### config.mk
export PLATFORM = sky130hd
export DESIGN_NAME = output_write_controller
export DESIGN_NICKNAME = d
export VERILOG_FILES = /design/src/rtl/out_ctrl_pkg.sv /design/src/rtl/out_data_reg.sv /design/src/rtl/output_write_controller.sv
export SDC_FILE = /design/constraint.sdc
export NUM_CORES = 1
export LEC_CHECK = 0
export ABC_AREA = 1
export BUFFER_PORTS_ARGS = -buffer_cell sky130_fd_sc_hd__buf_4
export CAP_MARGIN = 20
export CORE_UTILIZATION = 38
export CTS_CLUSTER_DIAMETER = 120
export DETAILED_ROUTE_END_ITERATION = 12
export HOLD_SLACK_MARGIN = 0.06
export PLACE_DENSITY = 0.78
export SLEW_MARGIN = 25
export SYNTH_ARGS = -nofsm -noshare
export SYNTH_HDL_FRONTEND = slang
export SYNTH_HIERARCHICAL = 1
export SYNTH_SLANG_ARGS = --single-unit
### constraint.sdc
create_clock -name clk -period 1.55 [get_ports clk]
set_input_delay 0.155 -clock clk [delete_from_list [all_inputs] [get_ports clk]]
set_output_delay 0.155 -clock clk [all_outputs]
set_load 0.01 [all_outputs]
### src/rtl/out_ctrl_pkg.sv
// Shared definitions for the output write controller: FSM state encoding and
// default widths.
package out_ctrl_pkg;

  localparam int DEF_DATA_W = 16;
  localparam int DEF_CNT_W  = 8;

  typedef enum logic [1:0] {
    IDLE    = 2'b00,
    FETCH   = 2'b01,
    LOAD    = 2'b10,
    PRESENT = 2'b11
  } state_t;

endpackage

### src/rtl/out_data_reg.sv
// Output word register with asynchronous active-high reset and load enable.
module out_data_reg
  import out_ctrl_pkg::*;
#(
  parameter int DATA_W = DEF_DATA_W
) (
  input  logic              clk,
  input  logic              rst,
  input  logic              load,
  input  logic [DATA_W-1:0] d,
  output logic [DATA_W-1:0] q
);

  always_ff @(posedge clk or posedge rst) begin
    if (rst)       q <= '0;
    else if (load) q <= d;
  end

endmodule

### src/rtl/output_write_controller.sv
// Drains the output buffer one word at a time and offers each word downstream
// on a valid / r_en handshake. Optional sent-word counter: OUT_WRITE_CNT_EN.
module output_write_controller
  import out_ctrl_pkg::*;
#(
  parameter int DATA_W = DEF_DATA_W,
  parameter int CNT_W  = DEF_CNT_W
) (
  input  logic              clk,
  input  logic              rst,
  input  logic              ctrl_en,
  input  logic              empty,
  input  logic [DATA_W-1:0] buf_dout,
  output logic              buf_ren,
  input  logic              r_en,
  output logic              valid,
  output logic [DATA_W-1:0] dout
`ifdef OUT_WRITE_CNT_EN
  ,
  output logic [CNT_W-1:0]  sent_cnt
`endif
);

  state_t state, next_state;
  logic   handshake;
  logic   load;

  assign handshake = (state == PRESENT) && r_en;

  always_ff @(posedge clk or posedge rst) begin
    if (rst) state <= IDLE;
    else     state <= next_state;
  end

  // Buffer data arrives one cycle after the pop, hence the LOAD state in between.
  always_comb begin
    next_state = state;
    case (state)
      IDLE:    if (ctrl_en && !empty) next_state = FETCH;
      FETCH:   next_state = LOAD;
      LOAD:    next_state = PRESENT;
      PRESENT: if (handshake) next_state = (ctrl_en && !empty) ? FETCH : IDLE;
      default: next_state = IDLE;
    endcase
  end

  always_comb begin
    buf_ren = (state == FETCH);
    load    = (state == LOAD);
    valid   = (state == PRESENT);
  end

  out_data_reg #(
    .DATA_W (DATA_W)
  ) u_data_reg (
    .clk  (clk),
    .rst  (rst),
    .load (load),
    .d    (buf_dout),
    .q    (dout)
  );

`ifdef OUT_WRITE_CNT_EN
  // Wraps naturally at 2^CNT_W.
  always_ff @(posedge clk or posedge rst) begin
    if (rst)            sent_cnt <= '0;
    else if (handshake) sent_cnt <= sent_cnt + 1'b1;
  end
`endif

endmodule

### Word-level counts from Yosys, hierarchy flattened

Index checks and enable logic that the tools add are counted.

* register bits: 18
* input bits: 21
* output and inout port bits: 18
* word-level logic and storage cells: 16

* eq/ne operators: 5
* multiplexer cells: 4
* reductions and logical operators: 5

Operator list (count)
* 2-bit case mux with 4 select lines: 1
* 2-bit equality test (second input constant): 2
* 2-bit two-way mux: 2
* 2-bit by 1-bit equality test with 1-bit output (second input constant): 1
* 1-bit logical AND: 2
* 2-bit zero test: 1
* 2-bit by 1-bit inequality test with 1-bit output (second input constant): 1
* 2-bit inequality test (second input constant): 1
* 2-bit AND reduction: 1
* 1-bit zero test: 1
* 1-bit two-way mux: 1

### Logic depth before layout (Yosys ltp)

Gate-level depths: netlist of the first run.

* depth in word-level cells: 5
* depth in mapped cells: 7
* mapped depth without buffers: 6

### Modules after synthesis

Netlist of the first run, hierarchy kept.

By module, submodules not included
* out_data_reg: instances 1, cells an instance 69, area an instance 648.1 µm², sequential area each 400.4 µm²
* output_write_controller: instances 1, cells an instance 25, area an instance 207.7 µm², sequential area each 50.0 µm²

### Worst setup path after synthesis of the first run

Ideal clock, no wire load.

* path kind: register to register
* start: register state[0]
* end: register u_data_reg.q[10]
* library setup time: 0.117 ns
* arrival: 1.052 ns
* required time: 1.433 ns
* setup slack: 0.382 ns
* cell stages (with the launch flop): 8
* path buffers: 2
* clock period less this slack: 1.168 ns
* path through: dfrtp_1 > inv_1 > ha_1 > buf_6 > inv_6 > buf_12 > nand2_1 > nand2_1

* word-level cells in the longest chain between the ends: 1

RTL lines
* start, declared: RTL line output_write_controller.sv:24 `state_t state, next_state;`
* start signal, assigned: RTL line output_write_controller.sv:32 `else state <= next_state;`
* 2-bit equality test: RTL line output_write_controller.sv:49 `load = (state == LOAD);`
* named net load: RTL line output_write_controller.sv:26 `logic load;`
* end signal, assigned: RTL line out_data_reg.sv:15 `if (rst) q <= '0;`
* end signal, assigned: RTL line out_data_reg.sv:16 `else if (load) q <= d;`
* end, declared: RTL line out_data_reg.sv:11 `output logic [DATA_W-1:0] q`

The timed path passes the listed nets, and every way through them passes these cells.
A chain may end at the register's enable or synchronous reset.

### Final worst setup path of the first run

Same ends and word-level chain as after synthesis.

==> results of run 1 <==
timing repair:
action                                  in CTS  in global routing
gates resized for setup                      1                  0
setup buffers                                0                  0
hold buffers                                13                  1
endpoints found under the setup margin      16                  0
hold endpoints to repair                    30                  1
registers in the layout, indices dropped and copies added, names as in the netlist:
signal        cells
u_data_reg/q     16
state             2
cell families after synthesis:
group                    share of synthesized area
flip-flops                                   0.526
adder cells (fa/ha/maj)                     0.0731
AND/OR/NAND/NOR                              0.301
buffers and inverters                       0.0863
AO/OA/AOI/OAI                               0.0132
power by group through the flow:
stage                     clock network (mW)  registers, mW  logic, mW
after floorplan                            0          0.953      0.690
after global placement                     0          0.873       1.14
after detailed placement                   0          0.880       1.18
after CTS                              0.296          0.875       1.21
after global routing                   0.313          0.902       1.33
final                                  0.291          0.878       1.21
worst max-delay path, stage by stage (launching register included):
cell and delay [ps]:
sky130_fd_sc_hd__dfrtp_1 450, sky130_fd_sc_hd__inv_1 130, sky130_fd_sc_hd__ha_2 430, sky130_fd_sc_hd__inv_6 130
sky130_fd_sc_hd__nand2_1 100, sky130_fd_sc_hd__nand2_1 50
area by class of cell:
class / instances / share of cell area
tap: 27 / 0.0258
multi-input combinational: 66 / 0.255
clock buffer: 4 / 0.0277
sequential: 18 / 0.344
inverter: 7 / 0.0239
timing repair buffer: 52 / 0.324
per-stage QoR:
stage / cells / total power, mW
global route: 174 / 2.55
floorplan: 94 / 1.64
finish: 174 / 2.38
global placement: 156 / 2.01
CTS: 173 / 2.38
detailed placement: 156 / 2.06
cells in the final DEF (no fill, tap or decap), drive strengths merged:
cell         netlist  layout
dlygate4sd3        0      14
inv                7       7
ha                 5       5
nand3              4       4
nand2             56      56
dfrtp             18      18
o21bai             1       1
buf                3      38
clkbuf             0       4
layer usage:
| metal | routed length, um | part of all wire |
|---|---|---|
| met1 | 927 | 0.46 |
| met2 | 936 | 0.46 |
| met3 | 114 | 0.056 |
| met4 | 49 | 0.024 |
| met5 | 0 | 0 |
final timing paths:
kind                                       from  slack, ps  cells past startpoint               end
worst max register to register         state[0]        160                      5  u_data_reg/q[10]
worst min register to register  u_data_reg/q[4]        490                      2   u_data_reg/q[4]
worst min-delay path                buf_dout[0]         70                      3   u_data_reg/q[0]
min in group asynchronous                   rst        270                      3          state[0]
worst max-delay path                   state[0]        160                      5  u_data_reg/q[10]
max in group asynchronous                   rst        670                      3  u_data_reg/q[15]
==> run_summary.xml, run 1 <==
<?xml version="1.0" encoding="UTF-8"?>
<metrics>
  <group name="outcome">
    <metric name="run_status" unit="">finished, final reports clean</metric>
  </group>
  <group name="floorplan">
    <metric name="pin_count" unit="">39</metric>
    <metric name="rows" unit="">16</metric>
    <metric name="die_y" unit="um">49.5</metric>
    <metric name="initial_utilization" unit="">0.419</metric>
    <metric name="core_area" unit="sq um">2040</metric>
    <metric name="chipWidth" unit="um">49.5</metric>
    <metric name="fp.dieArea" unit="sq um">2450</metric>
  </group>
  <group name="synth">
    <metric name="synth_enable_flop_cells" unit="">0</metric>
    <metric name="syn-mean-instance-area" unit="sq um">9.10</metric>
    <metric name="synth.cells.most_frequent" unit="">49 x sky130_fd_sc_hd__nand2_1, 18 x sky130_fd_sc_hd__dfrtp_1, 6 x sky130_fd_sc_hd__nand2_2, 5 x sky130_fd_sc_hd__ha_1, 5 x sky130_fd_sc_hd__inv_1</metric>
    <metric name="synth.top_cells.by_area" unit="">sky130_fd_sc_hd__dfrtp_1 53%, sky130_fd_sc_hd__nand2_1 21%, sky130_fd_sc_hd__ha_1 7.3%</metric>
    <metric name="synth_area" unit="sq um">856</metric>
    <metric name="ys.warnings.count" unit="">6</metric>
    <metric name="fraction_of_registers_with_async_set_reset" unit="">1.00</metric>
    <metric name="post-synth-top-count-cell" unit="">sky130_fd_sc_hd__nand2_1</metric>
    <metric name="synth_top_area_share" unit="">0.526</metric>
    <metric name="gate_count_of_the_mapped_netlist" unit="">94</metric>
    <metric name="syn_nets" unit="">120</metric>
    <metric name="synth.ff_latch_count" unit="">18</metric>
    <metric name="synth.distinct_cells" unit="">13</metric>
    <metric name="post-synth-top-area-cell" unit="">sky130_fd_sc_hd__dfrtp_1</metric>
    <metric name="synth_ff_type" unit="">sky130_fd_sc_hd__dfrtp_1</metric>
    <metric name="yosysSeqAreaShare" unit="">0.526</metric>
  </group>
  <group name="global_routing">
    <metric name="grt_antenna_before_repair" unit="">0</metric>
    <metric name="grt_pass1_wl" unit="um">3190</metric>
    <metric name="routing_usage_on_met3" unit="">0.0340</metric>
    <metric name="grt_most_used_layer" unit="">met2</metric>
    <metric name="globalRouteMet1Util" unit="">0.230</metric>
    <metric name="gr_util_met2" unit="">0.272</metric>
    <metric name="globalRouteTotalUtil" unit="">0.176</metric>
    <metric name="largest_net_degree_at_the_start_of_global_routing" unit="">18</metric>
    <metric name="first_global_vias" unit="">723</metric>
    <metric name="gr-total-overflow" unit="">0</metric>
  </group>
  <group name="drt">
    <metric name="drc" unit="">0</metric>
    <metric name="drt-vias-per-instance" unit="">4.47</metric>
    <metric name="detail-route-antenna-nets" unit="">0</metric>
    <metric name="wire_length_per_cell" unit="um">11.7</metric>
    <metric name="drt_pass1_iterations" unit="">4</metric>
    <metric name="finalWirelength" unit="um">2030</metric>
    <metric name="detailedRoute.firstIterationViolations" unit="">15</metric>
    <metric name="vias" unit="">778</metric>
  </group>
  <group name="place">
    <metric name="post_dp_cell_area" unit="sq um">1130</metric>
    <metric name="pre_cts_slack" unit="ps">-42.2</metric>
    <metric name="place.port_buffers" unit="">38</metric>
    <metric name="dp_hpwl" unit="um">1290</metric>
    <metric name="gpl.final_weighted_congestion" unit="">0.757</metric>
  </group>
  <group name="worst_setup_path">
    <metric name="timing_worst_setup_path_type" unit="">register to register</metric>
    <metric name="critPathMaxFanout" unit="">17</metric>
    <metric name="worst-endpoint-arrival" unit="ps">1590</metric>
    <metric name="critPathLaunchType" unit="">register</metric>
    <metric name="crit_required" unit="ps">1750</metric>
    <metric name="endpoint_kind" unit="">register</metric>
  </group>
  <group name="timing">
    <metric name="timing_max_transition_violations_final" unit="">0</metric>
    <metric name="setup_repair_after_global_routing_missed_its_margin" unit="">false</metric>
    <metric name="timing.fmax" unit="MHz">720</metric>
    <metric name="tightestPinTransition" unit="ps">612</metric>
    <metric name="final-setup-viol-count" unit="">0</metric>
    <metric name="setup_slack" unit="ps">160</metric>
    <metric name="min_period_over_period" unit="">0.897</metric>
    <metric name="timing.slew.headroom" unit="">0.592</metric>
    <metric name="timing.clock.skew" unit="ps">5.49</metric>
    <metric name="hold_viol" unit="">0</metric>
    <metric name="fin_tns_setup" unit="ps">0</metric>
    <metric name="min_period" unit="ps">1390</metric>
    <metric name="holdWs" unit="ps">73.5</metric>
  </group>
  <group name="clocking">
    <metric name="cts_root_buffer" unit="">sky130_fd_sc_hd__clkbuf_4</metric>
    <metric name="clkTransAtPathRegs" unit="ps">100</metric>
    <metric name="worst_skew_pair_later_pin_latency" unit="ps">300</metric>
    <metric name="clock_tree.htree_level_count" unit="">1</metric>
    <metric name="cts_sinks" unit="">18</metric>
    <metric name="tritoncts_buffer_count" unit="">3</metric>
    <metric name="clock_path_buffers" unit="">2</metric>
    <metric name="cts_tree" unit="">built</metric>
  </group>
  <group name="power_and_ir_drop">
    <metric name="power.density" unit="nW/um^2">1810</metric>
    <metric name="power_share_of_the_clock_group" unit="">0.123</metric>
    <metric name="cellInternalPower" unit="mW">1.43</metric>
    <metric name="peakVddDrop" unit="mV">1.05</metric>
    <metric name="seq_power_share" unit="">0.369</metric>
    <metric name="leakage" unit="nW">0.741</metric>
    <metric name="power.combinational.fraction" unit="">0.508</metric>
    <metric name="power_switching_share" unit="">0.401</metric>
    <metric name="netSwitchingPower" unit="uW">953</metric>
  </group>
  <group name="layout">
    <metric name="sequential_area" unit="sq um">450</metric>
    <metric name="finalInstanceArea" unit="sq um">1310</metric>
    <metric name="final_nets" unit="">174</metric>
    <metric name="post_route_cells_drive_above_1_share" unit="">0.367</metric>
    <metric name="final.fill_count" unit="">189</metric>
    <metric name="multiInputGateArea" unit="sq um">334</metric>
    <metric name="synthToLayoutAreaGrowth" unit="%">53.2</metric>
    <metric name="diodes" unit="">0</metric>
    <metric name="finalCoreUtilization" unit="">0.642</metric>
  </group>
  <group name="job">
    <metric name="max_cap_viol_count" unit="">0</metric>
  </group>
  <group name="min_path">
    <metric name="hold_class" unit="">primary input to register</metric>
  </group>
</metrics>
(Power assumes the default switching activity.)
==> run 2: changes to the inputs <==
- SETUP_SLACK_MARGIN: default -> 0.4
==> run_summary.xml, run 2 (same netlist as run 1, synthesis figures left out) <==
<?xml version="1.0" encoding="UTF-8"?>
<metrics>
  <group name="layout">
    <metric name="final.fill_count" unit="">201</metric>
    <metric name="layout.cells.non_filler" unit="">169</metric>
    <metric name="max_reg_flops" unit="">16</metric>
    <metric name="final_cell_mix" unit="">48 x sky130_fd_sc_hd__nand2_1, 43 x sky130_fd_sc_hd__buf_4, 16 x sky130_fd_sc_hd__dfrtp_1</metric>
    <metric name="layout.cells.most_common" unit="">sky130_fd_sc_hd__nand2_1</metric>
    <metric name="largestRegisters" unit="">u_data_reg/q x16, state x2</metric>
    <metric name="synthToLayoutAreaGrowth" unit="%">52.6</metric>
    <metric name="multiInputGateArea" unit="sq um">379</metric>
    <metric name="post_route_cells_drive_above_1_share" unit="">0.493</metric>
    <metric name="top_register" unit="">u_data_reg/q</metric>
    <metric name="sequential_area" unit="sq um">453</metric>
    <metric name="diodes" unit="">0</metric>
    <metric name="finalInstanceArea" unit="sq um">1310</metric>
    <metric name="final_nets" unit="">170</metric>
  </group>
  <group name="global_routing">
    <metric name="largest_net_degree_at_the_start_of_global_routing" unit="">17</metric>
    <metric name="gr-total-overflow" unit="">0</metric>
    <metric name="globalRouteTotalUtil" unit="">0.168</metric>
    <metric name="first_global_vias" unit="">746</metric>
    <metric name="grt_pass1_wl" unit="um">3100</metric>
    <metric name="grt_antenna_before_repair" unit="">0</metric>
  </group>
  <group name="floorplan">
    <metric name="die_y" unit="um">49.5</metric>
    <metric name="fp.dieArea" unit="sq um">2450</metric>
    <metric name="pin_count" unit="">39</metric>
    <metric name="initial_utilization" unit="">0.419</metric>
    <metric name="rows" unit="">16</metric>
    <metric name="chipWidth" unit="um">49.5</metric>
    <metric name="core_area" unit="sq um">2040</metric>
  </group>
  <group name="timing">
    <metric name="min_period" unit="ps">1210</metric>
    <metric name="setup_slack" unit="ps">335</metric>
    <metric name="timing_max_transition_violations_final" unit="">0</metric>
    <metric name="final-setup-viol-count" unit="">0</metric>
    <metric name="min_period_over_period" unit="">0.784</metric>
    <metric name="timing.clock.skew" unit="ps">4.28</metric>
    <metric name="timing.slew.headroom" unit="">0.606</metric>
    <metric name="timing.fmax" unit="MHz">823</metric>
    <metric name="tightestPinTransition" unit="ps">591</metric>
    <metric name="hold_viol" unit="">0</metric>
    <metric name="fin_tns_setup" unit="ps">0</metric>
    <metric name="setup_repair_after_global_routing_missed_its_margin" unit="">true</metric>
  </group>
  <group name="worst_setup_path">
    <metric name="timing_worst_setup_path_type" unit="">register to output port</metric>
    <metric name="endpoint_kind" unit="">output port</metric>
    <metric name="worst_setup_sp" unit="">state[0]</metric>
    <metric name="critPathLaunchType" unit="">register</metric>
    <metric name="critPathMaxFanout" unit="">5</metric>
    <metric name="worst-endpoint-arrival" unit="ps">1060</metric>
    <metric name="worst_flop_to_flop_path_startpoint" unit="">state[1]</metric>
    <metric name="crit_required" unit="ps">1390</metric>
  </group>
  <group name="drt">
    <metric name="detailedRoute.firstIterationViolations" unit="">10</metric>
    <metric name="drc" unit="">0</metric>
    <metric name="drt-vias-per-instance" unit="">4.45</metric>
    <metric name="finalWirelength" unit="um">1850</metric>
    <metric name="wire_length_per_cell" unit="um">11.0</metric>
    <metric name="detail-route-antenna-nets" unit="">0</metric>
    <metric name="drt_pass1_iterations" unit="">4</metric>
    <metric name="vias" unit="">752</metric>
  </group>
  <group name="place">
    <metric name="post_dp_cell_area" unit="sq um">1130</metric>
    <metric name="gpl.final_weighted_congestion" unit="">0.622</metric>
    <metric name="place.detailed.instances" unit="">156</metric>
    <metric name="pre_cts_slack" unit="ps">29.5</metric>
    <metric name="place.port_buffers" unit="">38</metric>
    <metric name="dp_hpwl" unit="um">1320</metric>
  </group>
  <group name="clocking">
    <metric name="cts_root_buffer" unit="">sky130_fd_sc_hd__clkbuf_4</metric>
    <metric name="worst_skew_pair_later_pin_latency" unit="ps">280</metric>
    <metric name="clock_path_buffers" unit="">2</metric>
    <metric name="cts_tree" unit="">built</metric>
    <metric name="cts_sinks" unit="">18</metric>
    <metric name="clkTransAtPathRegs" unit="ps">90</metric>
    <metric name="clock_tree.htree_level_count" unit="">1</metric>
    <metric name="tritoncts_buffer_count" unit="">3</metric>
  </group>
  <group name="min_path">
    <metric name="holdCritStartpoint" unit="">buf_dout[5]</metric>
    <metric name="hold_class" unit="">primary input to register</metric>
  </group>
  <group name="power_and_ir_drop">
    <metric name="seq_power_share" unit="">0.344</metric>
    <metric name="power_share_of_the_clock_group" unit="">0.083</metric>
    <metric name="power.combinational.fraction" unit="">0.573</metric>
    <metric name="peakVddDrop" unit="mV">1.11</metric>
    <metric name="netSwitchingPower" unit="mW">1.01</metric>
    <metric name="leakage" unit="nW">0.734</metric>
    <metric name="power_switching_share" unit="">0.388</metric>
    <metric name="power.density" unit="nW/um^2">1990</metric>
    <metric name="cellInternalPower" unit="mW">1.59</metric>
  </group>
  <group name="outcome">
    <metric name="run_status" unit="">finished, final reports clean</metric>
  </group>
  <group name="job">
    <metric name="max_cap_viol_count" unit="">0</metric>
  </group>
</metrics>
## run 2: changes by cell type in the layout (fill, tap and decap cells not counted), moves of 2 or more
| cell | change |
|---|---|
| sky130_fd_sc_hd__dlygate4sd3_1 | -13 |
| sky130_fd_sc_hd__ha_1 | -3 |
| sky130_fd_sc_hd__dfrtp_2 | +2 |
| sky130_fd_sc_hd__ha_4 | +3 |
| sky130_fd_sc_hd__buf_6 | +3 |
| sky130_fd_sc_hd__dfrtp_1 | -2 |
| sky130_fd_sc_hd__inv_1 | -2 |
| sky130_fd_sc_hd__inv_2 | +2 |
| sky130_fd_sc_hd__buf_4 | +5 |
## run 2: final timing paths
check                                   end  slack (ps)  depth (start not counted)
min in group asynchronous          state[0]         290                          3
max                                   valid         340                          2
min reg2reg                 u_data_reg/q[1]         480                          2
max in group asynchronous  u_data_reg/q[15]         660                          3
min                         u_data_reg/q[5]          70                          3
max reg2reg                        state[0]         360                          6
## run 2: critical path, cell delays in order, from the launching register on
cell	delay [ps]
sky130_fd_sc_hd__dfrtp_2	480
sky130_fd_sc_hd__ha_4	190
sky130_fd_sc_hd__buf_6	110
## run 2: power by group through the flow
stage               Combinational [mW]  Sequential, mW  Clock, mW
detailed placement                1.17           0.884          0
global placement                  1.14           0.874          0
finish                            1.49           0.893      0.217
floorplan                        0.690           0.956          0
global route                      1.64           0.921      0.245
CTS                               1.48           0.892      0.225
## run 2: area by class of cell
| type | instances | area share |
|---|---|---|
| Sequential cell | 18 | 0.347 |
| Timing Repair Buffer | 48 | 0.296 |
| Multi-Input combinational cell | 66 | 0.290 |
| Tap cell | 27 | 0.0259 |
| Inverter | 7 | 0.0239 |
| Clock buffer | 3 | 0.0172 |
## run 2: what timing repair did
action / in CTS / in global routing
pin swaps: 3 / 1
endpoints found under the setup margin: 19 / 20
hold buffers: 1 / 0
hold endpoints to repair: 18 / 0
resized for setup: 14 / 2
setup buffers: 9 / 0
## run 2: stage by stage
stage               hold WS (ps)   util  power (mW)
floorplan                   -104      -        1.65
global placement            33.5  0.555        2.02
detailed placement          42.2  0.555        2.05
CTS                         65.8  0.636        2.60
global route                65.1  0.640        2.81
finish                      69.6  0.640        2.60
## run 2: layer usage
layer | routed length, um | up-vias | part of all wire | GRT usage
met3 | 124 | 2 | 0.067 | 0.0494
met5 | 0 | - | 0 | 0
li1 | - | 381 | - | -
met1 | 713 | 346 | 0.38 | 0.191
met2 | 1010 | 23 | 0.54 | 0.299
met4 | 9 | 0 | 0.0049 | 0.0571
==> run 3: changes to the inputs <==
- PLACE_DENSITY: 0.78 -> 0.81
- clock period: 1.55 -> 1.1 ns (I/O delays scaled with it)
==> run_summary.xml, run 3 (same netlist as run 1, synthesis figures left out) <==
<?xml version="1.0" encoding="UTF-8"?>
<metrics>
  <group name="layout">
    <metric name="largestRegisters" unit="">u_data_reg/q x16, state x2</metric>
    <metric name="top_register" unit="">u_data_reg/q</metric>
    <metric name="final_nets" unit="">199</metric>
    <metric name="layout.cells.most_common" unit="">sky130_fd_sc_hd__nand2_1</metric>
    <metric name="synthToLayoutAreaGrowth" unit="%">98.8</metric>
    <metric name="max_reg_flops" unit="">16</metric>
    <metric name="finalInstanceArea" unit="sq um">1700</metric>
    <metric name="post_route_cells_drive_above_1_share" unit="">0.558</metric>
    <metric name="final_cell_mix" unit="">38 x sky130_fd_sc_hd__nand2_1, 37 x sky130_fd_sc_hd__buf_4, 21 x sky130_fd_sc_hd__buf_6</metric>
    <metric name="diodes" unit="">0</metric>
  </group>
  <group name="drt">
    <metric name="wire_length_per_cell" unit="um">13.3</metric>
    <metric name="finalWirelength" unit="um">2650</metric>
    <metric name="detail-route-antenna-nets" unit="">0</metric>
    <metric name="vias" unit="">900</metric>
    <metric name="drt_pass1_iterations" unit="">4</metric>
    <metric name="drc" unit="">0</metric>
    <metric name="drt-vias-per-instance" unit="">4.52</metric>
    <metric name="detailedRoute.firstIterationViolations" unit="">8</metric>
  </group>
  <group name="timing">
    <metric name="timing_max_transition_violations_final" unit="">0</metric>
    <metric name="setup_slack" unit="ps">-169</metric>
    <metric name="holdWs" unit="ps">176</metric>
    <metric name="timing.slew.headroom" unit="">0.765</metric>
    <metric name="min_period" unit="ps">1270</metric>
    <metric name="hold_viol" unit="">0</metric>
    <metric name="timing.fmax" unit="MHz">788</metric>
    <metric name="final-setup-viol-count" unit="">18</metric>
    <metric name="setup_repair_after_global_routing_missed_its_margin" unit="">true</metric>
    <metric name="min_period_over_period" unit="">1.15</metric>
    <metric name="tightestPinTransition" unit="ps">352</metric>
    <metric name="timing.clock.skew" unit="ps">8.23</metric>
  </group>
  <group name="clocking">
    <metric name="cts_sinks" unit="">18</metric>
    <metric name="cts_tree" unit="">built</metric>
    <metric name="tritoncts_buffer_count" unit="">3</metric>
    <metric name="worst_skew_pair_later_pin_latency" unit="ps">300</metric>
    <metric name="clkTransAtPathRegs" unit="ps">110</metric>
    <metric name="cts_root_buffer" unit="">sky130_fd_sc_hd__clkbuf_4</metric>
    <metric name="clock_tree.htree_level_count" unit="">1</metric>
    <metric name="clock_path_buffers" unit="">2</metric>
  </group>
  <group name="worst_setup_path">
    <metric name="critPathMaxFanout" unit="">4</metric>
    <metric name="worst_r2r_path_depth" unit="">5</metric>
    <metric name="worst-endpoint-arrival" unit="ps">1160</metric>
    <metric name="critPathLaunchType" unit="">register</metric>
    <metric name="crit_required" unit="ps">990</metric>
    <metric name="regToRegSetupSlack" unit="ps">-110</metric>
    <metric name="timing_worst_setup_path_type" unit="">register to output port</metric>
    <metric name="r2r-end" unit="">u_data_reg/q[7]</metric>
    <metric name="worst_flop_to_flop_path_startpoint" unit="">state[1]</metric>
    <metric name="endpoint_kind" unit="">output port</metric>
  </group>
  <group name="outcome">
    <metric name="run_status" unit="">finished, violations left</metric>
    <metric name="failed_checks" unit="">negative setup slack</metric>
  </group>
  <group name="job">
    <metric name="max_cap_viol_count" unit="">0</metric>
  </group>
  <group name="power_and_ir_drop">
    <metric name="power.density" unit="nW/um^2">2790</metric>
    <metric name="report.power.total" unit="mW">4.74</metric>
    <metric name="leakage" unit="nW">0.893</metric>
    <metric name="peakVddDrop" unit="mV">2.02</metric>
  </group>
  <group name="min_path">
    <metric name="holdCritStartpoint" unit="">r_en</metric>
    <metric name="hold_class" unit="">primary input to register</metric>
    <metric name="worstHoldPathCells" unit="">6</metric>
    <metric name="min_delay_worst_endpoint" unit="">state[1]</metric>
  </group>
  <group name="floorplan">
    <metric name="fp.dieArea" unit="sq um">2450</metric>
    <metric name="chipWidth" unit="um">49.5</metric>
    <metric name="core_area" unit="sq um">2040</metric>
    <metric name="initial_utilization" unit="">0.419</metric>
    <metric name="die_y" unit="um">49.5</metric>
    <metric name="rows" unit="">16</metric>
    <metric name="pin_count" unit="">39</metric>
  </group>
  <group name="place">
    <metric name="dp_hpwl" unit="um">1360</metric>
    <metric name="gpl.final_weighted_congestion" unit="">0.733</metric>
    <metric name="place.port_buffers" unit="">38</metric>
    <metric name="post_dp_cell_area" unit="sq um">1190</metric>
  </group>
  <group name="global_routing">
    <metric name="first_global_vias" unit="">930</metric>
    <metric name="globalRouteTotalUtil" unit="">0.245</metric>
    <metric name="largest_net_degree_at_the_start_of_global_routing" unit="">17</metric>
    <metric name="gr-total-overflow" unit="">0</metric>
    <metric name="grt_antenna_before_repair" unit="">0</metric>
    <metric name="grt_pass1_wl" unit="um">4280</metric>
  </group>
</metrics>
-- run 3: changes by cell type in the layout (fill, tap and decap cells not counted), moves of 6 or more --
| cell | before | now |
|---|---|---|
| sky130_fd_sc_hd__nand2_2 | 6 | 17 |
| sky130_fd_sc_hd__nand2_1 | 48 | 38 |
| sky130_fd_sc_hd__dlygate4sd3_1 | 1 | 17 |
| sky130_fd_sc_hd__buf_4 | 43 | 37 |
| sky130_fd_sc_hd__buf_6 | 3 | 21 |
-- run 3: final cells by class --
class                      count  area (sq um)
multi-input combinational     66           409
timing repair buffer          77           732
tap                           27          33.8
inverter                       7          37.5
fill                         109           340
clock buffer                   4          36.3
sequential                    18           453
-- run 3: worst max-delay path by stage --
stage | startpoint | to | slack [ps] | cells after the start
2_1_floorplan | state[0] | u_data_reg/q[10] | -20 | 7
3_3_place_gp | state[1] | state[0] | 20 | 5
3_5_place_dp | state[1] | state[0] | -50 | 5
4_1_cts | state[0] | buf_ren | -150 | 3
5_1_grt | state[0] | buf_ren | -200 | 3
6_report | state[0] | buf_ren | -170 | 3
-- run 3: power by group --
part	total, mW	switching [mW]	internal [mW]	leakage (nW)
clock	0.423	0.221	0.202	0.0210
combinational	3.03	1.29	1.74	0.653
sequential	1.29	0.281	1.01	0.218
total	4.74	1.80	2.95	0.893
-- run 3: critical path, cell delays in order, from the launching register on --
cell                      delay [ps]
sky130_fd_sc_hd__dfrtp_2         460
sky130_fd_sc_hd__buf_6           130
sky130_fd_sc_hd__ha_4            150
sky130_fd_sc_hd__buf_6           110
-- run 3: timing repair --
action	CTS	global route
setup buffers	11	6
gates cloned	1	0
hold endpoints to repair	34	0
hold buffers	17	0
gates resized for setup	44	1
setup endpoints to repair	36	52
pin swaps	13	0
-- run 3: layer usage --
layer  GRT usage  vias up  wire, um
li1            -      437         -
met1       0.244      418      1060
met2       0.466       39      1370
met3      0.0679        6       184
met4       0.110        0        32
met5           0        -         0
-- run 3: stage by stage --
step,setup slack (ps),util,instances,setup TNS (ps)
floorplan,-22.2,-,94,-185
global placement,23.4,0.581,160,0
detailed placement,-48.0,0.581,160,-66.8
CTS,-150,0.809,193,-863
global route,-205,0.833,199,-1900
finish,-169,0.833,199,-1160
